File: src/rtl/sa_out_collector.sv
// sa_out_collector: drain stage behind the systolic array output scan chain.
// After a context switch it shifts X result columns out of the array.
// Each column is reduced lane by lane from OC_W to OUT_W and stored in a
// small column FIFO. The FIFO head is offered on a valid/ready stream.
// Optional feature macro: SAURIA_OUTCOL_SAT_EN. When it is defined, lanes are
// signed-saturated and o_sat is sticky. Otherwise lanes are truncated to their
// low OUT_W bits and o_sat is tied low.
module sa_out_collector #(
    parameter int X          = 3,
    parameter int Y          = 3,
    parameter int OC_W       = 48,
    parameter int OUT_W      = 32,
    parameter int FIFO_DEPTH = 2,
    parameter int CI_W       = (X > 1) ? $clog2(X) : 1
) (
    input  logic                 i_clk,
    input  logic                 i_rst,
    input  logic                 i_start,
    output logic                 o_busy,
    output logic                 o_done,
    output logic                 o_cscan_en,
    input  logic [Y*OC_W-1:0]    i_c_arr,
    output logic [Y*OUT_W-1:0]   o_data,
    output logic [CI_W-1:0]      o_col,
    output logic                 o_last,
    output logic                 o_valid,
    input  logic                 i_ready,
    output logic                 o_sat
);

    localparam int PTR_W = (FIFO_DEPTH > 1) ? $clog2(FIFO_DEPTH) : 1;
    localparam int CNT_W = $clog2(FIFO_DEPTH + 1);
    localparam logic [PTR_W-1:0] PTR_LAST = PTR_W'(FIFO_DEPTH - 1);
    localparam logic [CNT_W-1:0] DEPTH_C  = CNT_W'(FIFO_DEPTH);
    localparam logic [CI_W-1:0]  COL_LAST = CI_W'(X - 1);

    typedef enum logic [1:0] {IDLE, SHIFT, DRAIN} state_t;

    state_t               state_q, state_d;
    logic [CI_W-1:0]      shift_cnt_q;
    logic [CNT_W-1:0]     count_q;
    logic [PTR_W-1:0]     wr_ptr_q, rd_ptr_q;
    logic                 push, pop, start_acc;

    logic [Y*OUT_W-1:0]   red_p0;
    logic [Y*OUT_W-1:0]   fifo_data_p1 [FIFO_DEPTH];
    logic [CI_W-1:0]      fifo_col_p1  [FIFO_DEPTH];
    logic                 fifo_last_p1 [FIFO_DEPTH];

`ifdef SAURIA_OUTCOL_SAT_EN
    // A lane clips when its bits above the OUT_W sign bit are not all equal to that sign bit.
    function automatic logic lane_clipped(input logic signed [OC_W-1:0] v);
        logic [OC_W-OUT_W:0] hi;
        hi = v[OC_W-1:OUT_W-1];
        return !((&hi) || !(|hi));
    endfunction

    function automatic logic signed [OUT_W-1:0] sat_lane(input logic signed [OC_W-1:0] v);
        if (lane_clipped(v))
            return v[OC_W-1] ? {1'b1, {(OUT_W-1){1'b0}}} : {1'b0, {(OUT_W-1){1'b1}}};
        return v[OUT_W-1:0];
    endfunction

    logic [Y-1:0] clip_p0;
    logic         sat_q;

    // Per-lane saturation of the column currently at the chain output
    always_comb begin
        red_p0  = '0;
        clip_p0 = '0;
        for (int j = 0; j < Y; j++) begin
            red_p0[j*OUT_W +: OUT_W] = sat_lane(i_c_arr[j*OC_W +: OC_W]);
            clip_p0[j]               = lane_clipped(i_c_arr[j*OC_W +: OC_W]);
        end
    end

    // Sticky clip flag, cleared by an accepted start
    always_ff @(posedge i_clk or posedge i_rst) begin
        if (i_rst)
            sat_q <= 1'b0;
        else if (start_acc)
            sat_q <= 1'b0;
        else if (push && (|clip_p0))
            sat_q <= 1'b1;
    end

    assign o_sat = sat_q;
`else
    function automatic logic signed [OUT_W-1:0] trunc_lane(input logic signed [OUT_W-1:0] lo);
        return lo;
    endfunction

    logic unused_hi;
    assign unused_hi = ^i_c_arr;

    // Per-lane truncation keeps only the low OUT_W bits
    always_comb begin
        red_p0 = '0;
        for (int j = 0; j < Y; j++)
            red_p0[j*OUT_W +: OUT_W] = trunc_lane(i_c_arr[j*OC_W +: OUT_W]);
    end

    assign o_sat = 1'b0;
`endif

    // Shifting is allowed only while the FIFO has room, so back-pressure stalls the chain
    assign push       = (state_q == SHIFT) && (count_q < DEPTH_C);
    assign o_cscan_en = push;
    assign o_valid    = (count_q != '0);
    assign pop        = o_valid && i_ready;
    assign start_acc  = (state_q == IDLE) && i_start;
    assign o_busy     = (state_q != IDLE);
    assign o_data     = o_valid ? fifo_data_p1[rd_ptr_q] : '0;
    assign o_col      = o_valid ? fifo_col_p1[rd_ptr_q]  : '0;
    assign o_last     = o_valid && fifo_last_p1[rd_ptr_q];
    assign o_done     = pop && o_last;

    // Next-state logic for the drain sequencer
    always_comb begin
        state_d = state_q;
        case (state_q)
            IDLE:    if (i_start) state_d = SHIFT;
            SHIFT:   if (push && (shift_cnt_q == COL_LAST)) state_d = DRAIN;
            DRAIN:   if (pop && o_last) state_d = IDLE;
            default: state_d = IDLE;
        endcase
    end

    // Control registers: state, shift counter, FIFO pointers and occupancy
    always_ff @(posedge i_clk or posedge i_rst) begin
        if (i_rst) begin
            state_q     <= IDLE;
            shift_cnt_q <= '0;
            count_q     <= '0;
            wr_ptr_q    <= '0;
            rd_ptr_q    <= '0;
        end else begin
            state_q <= state_d;
            if (start_acc)
                shift_cnt_q <= '0;
            else if (push)
                shift_cnt_q <= shift_cnt_q + CI_W'(1);
            if (push)
                wr_ptr_q <= (wr_ptr_q == PTR_LAST) ? '0 : wr_ptr_q + PTR_W'(1);
            if (pop)
                rd_ptr_q <= (rd_ptr_q == PTR_LAST) ? '0 : rd_ptr_q + PTR_W'(1);
            if (push && !pop)
                count_q <= count_q + CNT_W'(1);
            else if (pop && !push)
                count_q <= count_q - CNT_W'(1);
        end
    end

    // ---- stage p1: column FIFO storage (data path, not reset) ----
    always_ff @(posedge i_clk) begin
        if (push) begin
            fifo_data_p1[wr_ptr_q] <= red_p0;
            fifo_col_p1[wr_ptr_q]  <= shift_cnt_q;
            fifo_last_p1[wr_ptr_q] <= (shift_cnt_q == COL_LAST);
        end
    end

endmodule

File: config.mk
export PLATFORM = sky130hd
export DESIGN_NAME = sa_out_collector
export DESIGN_NICKNAME = d
export VERILOG_FILES = /design/src/rtl/sa_out_collector.sv
export SDC_FILE = /design/constraint.sdc
export NUM_CORES = 1
export LEC_CHECK = 0
export CAP_MARGIN = 10
export CELL_PAD_IN_SITES_DETAIL_PLACEMENT = 1
export CELL_PAD_IN_SITES_GLOBAL_PLACEMENT = 1
export CORE_MARGIN = 3
export CORE_UTILIZATION = 41
export DETAILED_ROUTE_END_ITERATION = 10
export PLACE_DENSITY = 0.95
export SETUP_SLACK_MARGIN = 0.15
export SYNTH_ARGS = -nofsm -noshare
export SYNTH_HDL_FRONTEND = slang
export SYNTH_SLANG_ARGS = --single-unit
File: constraint.sdc
create_clock -name i_clk -period 10.8 [get_ports i_clk]
set_input_delay 2.7 -clock i_clk [delete_from_list [all_inputs] [get_ports i_clk]]
set_output_delay 2.7 -clock i_clk [all_outputs]
set_load 0.05 [all_outputs]
==> impl_results.md, run 1 <==
* Mapped cell area at ~8000 sq um
* First-pass GRT wire length at around 27 mm
* Synth Area in Adders at less than 1%
* Clk sinks at between 200 and 250
* CTS Buffer Depth at 3
* Min Tclk post-route at between 7 and 8 ns
* Drt first-iter violations at ~220
* RSZ-0062 raised after global routing: no
* Share of layout cells above drive strength 1 at a little under 6%
* Mux cell area share after synthesis at approximately 13%
* WS Path Type: input port to primary output
* Via count at approximately 4,500
* Setup violators final at 0
* Pin count of the biggest net entering global routing at 81
* Max FO, Critical Path at 3
* Sequential-to-total area share from yosys stat at between 70% and 80%
* Max Cap Viol at 0
* Setup total negative slack at 0 ns
* Commonest cells after routing, fill and taps aside: 202 x clkdlybuf4s50_1, 198 x edfxtp_1, 104 x nor2_1, 99 x mux2i_1, 23 x clkbuf_16
* Post-route ant nets at 0
* Cells after synthesis at around 460
* Status: complete, no violations
* Antenna diodes at 0
* Vias per std cell at roughly 5.0
* DRC at 0
* Starting Density at a little over two fifths
* DRT Pass-1 Iters at 4
* Global Route Usage Sum at between 15 and 20%
* YS warnings at 0
* Gr ovfl total at 0
* Crit path DAT at 4.35 ns
* Worst-path clk slew at ~0.060 ns
* Max-slew violations at 0
* XOR/XNOR Fraction of Synth Area at less than 1%
* Post-CTS Hold Fix Bufs at 0
* Max-slew headroom at around a third
* Post-Synthesis Net Count at around 610
* Core Rows at 50
* Startpoint Class: input port
* Clock tree from TritonCTS: done
* Dpl hpwl at about 12 mm
* Final WL at roughly 18 mm
* Die Wd at around 140 um
* Largest family of logic cells by synthesized area: multiplexers
* Num CTS Buffers at 22
* CP endpoint kind: primary output
* Root Driver: clkbuf_16
* Antenna violations before repair at 0
* Commonest non-fill, non-tap cell in the layout: clkdlybuf4s50_1
* Post-CTS setup buffer count at 0
* Max Clock Freq at 142 MHz
* Synth area leader: edfxtp_1
* Worst-Skew Late Latency at between 0.4 and 0.5 ns
* Worst-Margin Slew at 1.03 ns
* Top cell type's share of synthesized area at about three quarters
* Distinct cells, synth at 24
* Post-layout nets at slightly above 800
* Data required time of the worst path at between 8 and 9 ns
* Die Ht at roughly 140 um
* Hold Path Class: flop to flop
* Register bit total from synthesis at around 210
* Num ports at about 250
* Area Growth Syn to Fin at 36.8%
* Top cells by area, synth: edfxtp_1 76%, mux2i_1 13%, nor2_1 5.0%
* Clk_skew at 0.00527 ns
* Die area at 20,900 sq um
* Core box area at 18,800 sq um
* Post-CTS sizing at 0
* Period utilization at about two thirds
* Port Buffers at roughly 200
* Hold Vio Cnt, Final at 0
* Synth Area in Simple Gates at 5.59%
* DR WL/cell at about 20 um
* Compound-Gate Fraction of Synth Area at less than 1%
* Fillers at ~1,800
* Syn avg cell area at roughly 17 sq um
* Placer congestion estimate at 0.723
* Vias in the first global route at just under 5,000
* CTS H-tree lvls at 1
-- final timing paths --
| check | from | cells after the start | end | slack, ns |
|---|---|---|---|---|
| max | i_ready | 4 | o_done | 3.75 |
| min | shift_cnt_q[1]$_DFFE_PP0P_ | 0 | fifo_col_p1[0][1]$_DFFE_PP_ | 0.51 |
| max reg2reg | count_q[1]$_DFFE_PP0P_ | 3 | fifo_data_p1[0][28]$_DFFE_PP_ | 7.84 |
| min reg2reg | shift_cnt_q[1]$_DFFE_PP0P_ | 0 | fifo_col_p1[0][1]$_DFFE_PP_ | 0.51 |
| max in group asynchronous | i_rst | 2 | rd_ptr_q$_DFFE_PP0P_ | 8.05 |
| min in group asynchronous | i_rst | 2 | count_q[1]$_DFFE_PP0P_ | 2.47 |
-- cell families after synthesis --
| group | count (synthesis) |
|---|---|
| muxes | 99 |
| AOI/OAI and AO/OA | 5 |
| xor gates and xnor gates | 6 |
| other | 1 |
| buffers and inverters | 28 |
| and+or+nand+nor | 110 |
| DFF | 206 |
| adders and majority gates | 2 |
-- per-stage QoR --
stage / cells / area, sq um / utilization (%) / hold WS, ns / setup WS [ns]
6_report: 910 / 10800 / 57.3 / 0.514 / 3.75
5_1_grt: 910 / 10800 / 57.3 / 0.559 / 3.66
4_1_cts: 910 / 10800 / 57.3 / 0.513 / 3.75
3_5_place_dp: 874 / 10100 / 53.7 / 0.495 / 3.77
3_3_place_gp: 874 / 10100 / 53.7 / 0.480 / 3.75
2_1_floorplan: 457 / 7860 / - / 0.455 / 4.60
-- critical path: stages --
cell and delay, ns:
clkdlybuf4s50_1 0.48, o21ai_1 0.14, nor2_1 0.19, clkdlybuf4s50_1 0.84
-- registers in the layout (all words and copies together) (netlist names) --
name,flops
fifo_last_p1,2
count_q,2
fifo_col_p1,4
rd_ptr_q,1
shift_cnt_q,2
fifo_data_p1,192
state_q,2
wr_ptr_q,1
-- synthesized netlist by cell type (all sizes together) --
cell / number
o22ai: 1
a221oi: 1
ha: 2
conb: 1
xnor2: 4
dfrtp: 8
mux2i: 99
clkbuf: 1
edfxtp: 198
nor2: 105
nor3b: 1
inv: 5
a311oi: 1
a21oi: 1
nor2b: 1
xor2: 2
o21ai: 1
buf: 22
and2: 1
nand2b: 1
nand3: 1
-- layer usage --
metal	up-vias	global-route usage (%)	share of wire, %
li1	2095	-	-
met5	-	0	0
met4	0	2.85	1.8
met1	2244	19.4	37
met3	24	4.10	6.6
met2	157	32.0	54
-- area by class of cell --
cell class / instances / area, sq um / share of cell area, %
Multi-Input combinational cell: 223 / 1560 / 14.5
Clock inverter: 10 / 96.3 / 0.896
Tap cell: 234 / 293 / 2.72
Clock buffer: 26 / 587 / 5.46
Sequential cell: 206 / 6150 / 57.2
Timing Repair Buffer: 206 / 2050 / 19.1
Inverter: 5 / 18.8 / 0.174
Power of run 1 is not shown: default switching activity piles up to over one toggle a cycle in this logic, so the estimate is an artifact.
==> inputs of run 2 (changes only) <==
CORE_UTILIZATION = 38   (was 41)
PLACE_DENSITY = 0.9   (was 0.95)
clock period = 7.15 ns   (was 10.8 ns; I/O delays follow)
==> run 2 against run 1 <==
  * Sequential cell count unchanged
  * Final area up 0.77%
  * Sequential share of layout area down 0.44 points
  * Critical path depth unchanged
  * Highest routed layer is now met5
  * Cell count up 4.2%
  * Global-route usage down 0.70 points
  * Die area up 7.6%
  * Setup slack worse by 1.8 ns
  * Via count down 0.58%
  * Largest cell class unchanged
  * Non-clock buffer count up 2
  * Core utilization down 2.9 points
==> impl_results.md, run 2 (same netlist as run 1, synthesis figures left out) <==
* Setup total negative slack at 0 ns
* Num ports at 252
* Number of buffers and inverters on the critical path at 2
* Max-slew violations at 0
* RSZ-0062 raised after global routing: no
* Num CTS Buffers at 23
* Antenna diodes at 0
* Die Ht at ~150 um
* Core Rows at 51
* Die Wd at 150 um
* Gr ovfl total at 0
* Post-CTS Hold Fix Bufs at 0
* Core box area at between 15,000 and 20,000 sq um
* CTS H-tree lvls at 1
* Data required time of the worst path at between 5 and 6 ns
* Final cell count without fillers at approximately 950
* Min Tclk post-route at 5.21 ns
* Clk sinks at a little over 200
* Max Cap Viol at 0
* Hold Vio Cnt, Final at 0
* Starting Density at about two fifths
* Max FO, Critical Path at 3
* CP endpoint kind: primary output
* Top delay family on crit path: buffers and inverters
* Met2 Track Usage GR at between 20% and 30%
* Slowest-stage cell, CP: clkdlybuf4s50_1
* Root Driver: clkbuf_16
* Post-layout nets at around 800
* Max Clock Freq at 192 MHz
* Worst-path clk slew at approximately 0.060 ns
* CP cell instances: clkdlybuf4s50_1 > o21ai_1 > nor2_1 > clkdlybuf4s50_1
* Commonest cells after routing, fill and taps aside: 202 x clkdlybuf4s50_1, 198 x edfxtp_1, 104 x nor2_1, 99 x mux2i_1, 23 x clkbuf_16
* Port Buffers at just over 200
* Pin count of the biggest net entering global routing at 56
* Gr busiest metal: met2
* Post-route ant nets at 0
* Global Route Usage Sum at 16.1%
* Cell mode on critical path: clkdlybuf4s50_1
* DP Cell Count at about 910
* Placer congestion estimate at ~0.73
* Vias in the first global route at 5,177
* Worst-Skew Late Latency at roughly 0.50 ns
* Largest registers: fifo_data_p1 x192, fifo_col_p1 x4
* Vias per std cell at around 4.7
* Status: complete, no violations
* Period utilization at 72.8%
* Antenna violations before repair at 1
* Biggest register: fifo_data_p1
* Drt first-iter violations at 183
* Share of layout cells above drive strength 1 at under 10%
* Met1 usage at between 10% and 20%
* Number of flip-flops under the largest register name at 192
* Post-CTS setup buffer count at 0
* Setup violators final at 0
* DR WL/cell at roughly 19 um
* Clock tree from TritonCTS: done
* Via count at between 4,000 and 5,000
* Final WL at roughly 18 mm
* Die area at approximately 22,000 sq um
* Startpoint Class: input port
* DRT Pass-1 Iters at 4
* Worst-Margin Slew at approximately 1.1 ns
* GR met3 Demand/Resource at ~3.9%
* CTS Buffer Depth at 3
* First-pass GRT wire length at 28.2 mm
* Area Growth Syn to Fin at 37.9%
* Crit path DAT at ~3.4 ns
* Clk_skew at about 0.015 ns
* CP max stage delay at just under 0.9 ns
* Commonest non-fill, non-tap cell in the layout: clkdlybuf4s50_1
* Hold Path Class: flop to flop
* DRC at 0
* WS Path Type: input port to primary output
* Post-CTS sizing at 0
* Max-slew headroom at between 20% and 30%
* Dpl hpwl at 12.0 mm
-- run 2: cell types whose count changed in the layout (fill, tap and decap cells not counted) --
cell and change:
clkinv_1 +3, buf_4 +2, clkbuf_1 +2, clkinv_2 -2, inv_6 +1, inv_8 +1
-- run 2: layout make-up --
| type | instances | area, sq um |
|---|---|---|
| clock buffers | 28 | 594 |
| flip-flops and latches | 206 | 6150 |
| clock inverters | 13 | 118 |
| well taps | 265 | 332 |
| multi-input cells | 223 | 1560 |
| fillers | 1915 | 9070 |
| repair buffers | 208 | 2070 |
| inverters | 5 | 18.8 |
-- run 2: through the flow --
| stage | instance area [sq um] | hold slack, ns | util [%] | setup WS [ns] |
|---|---|---|---|---|
| floorplan | 7860 | 0.455 | - | 1.02 |
| global placement | 10100 | 0.516 | 50.9 | 1.93 |
| detailed placement | 10100 | 0.540 | 50.9 | 1.95 |
| CTS | 10800 | 0.549 | 54.4 | 1.85 |
| global route | 10800 | 0.568 | 54.4 | 1.72 |
| finish | 10800 | 0.543 | 54.4 | 1.94 |
-- run 2: worst paths after layout --
| path | startpoint | endpoint | slack (ns) | cells past startpoint |
|---|---|---|---|---|
| max | i_ready | o_done | 1.94 | 4 |
| max in group asynchronous | i_rst | rd_ptr_q$_DFFE_PP0P_ | 5.34 | 2 |
| max reg2reg | state_q[1]$_DFFE_PP0P_ | fifo_data_p1[1][34]$_DFFE_PP_ | 4.48 | 3 |
| min | shift_cnt_q[1]$_DFFE_PP0P_ | fifo_col_p1[1][1]$_DFFE_PP_ | 0.54 | 0 |
| min reg2reg | shift_cnt_q[1]$_DFFE_PP0P_ | fifo_col_p1[1][1]$_DFFE_PP_ | 0.54 | 0 |
| min in group asynchronous | i_rst | state_q[0]$_DFFE_PP0P_ | 1.53 | 2 |
-- run 2: per-layer routing --
metal | part of all wire (%) | vias to the layer above
li1 | - | 2107
met5 | 0.072 | -
met1 | 39 | 2198
met4 | 2.5 | 2
met2 | 52 | 153
met3 | 6.3 | 34
Power of run 2 is left out for the same reason.
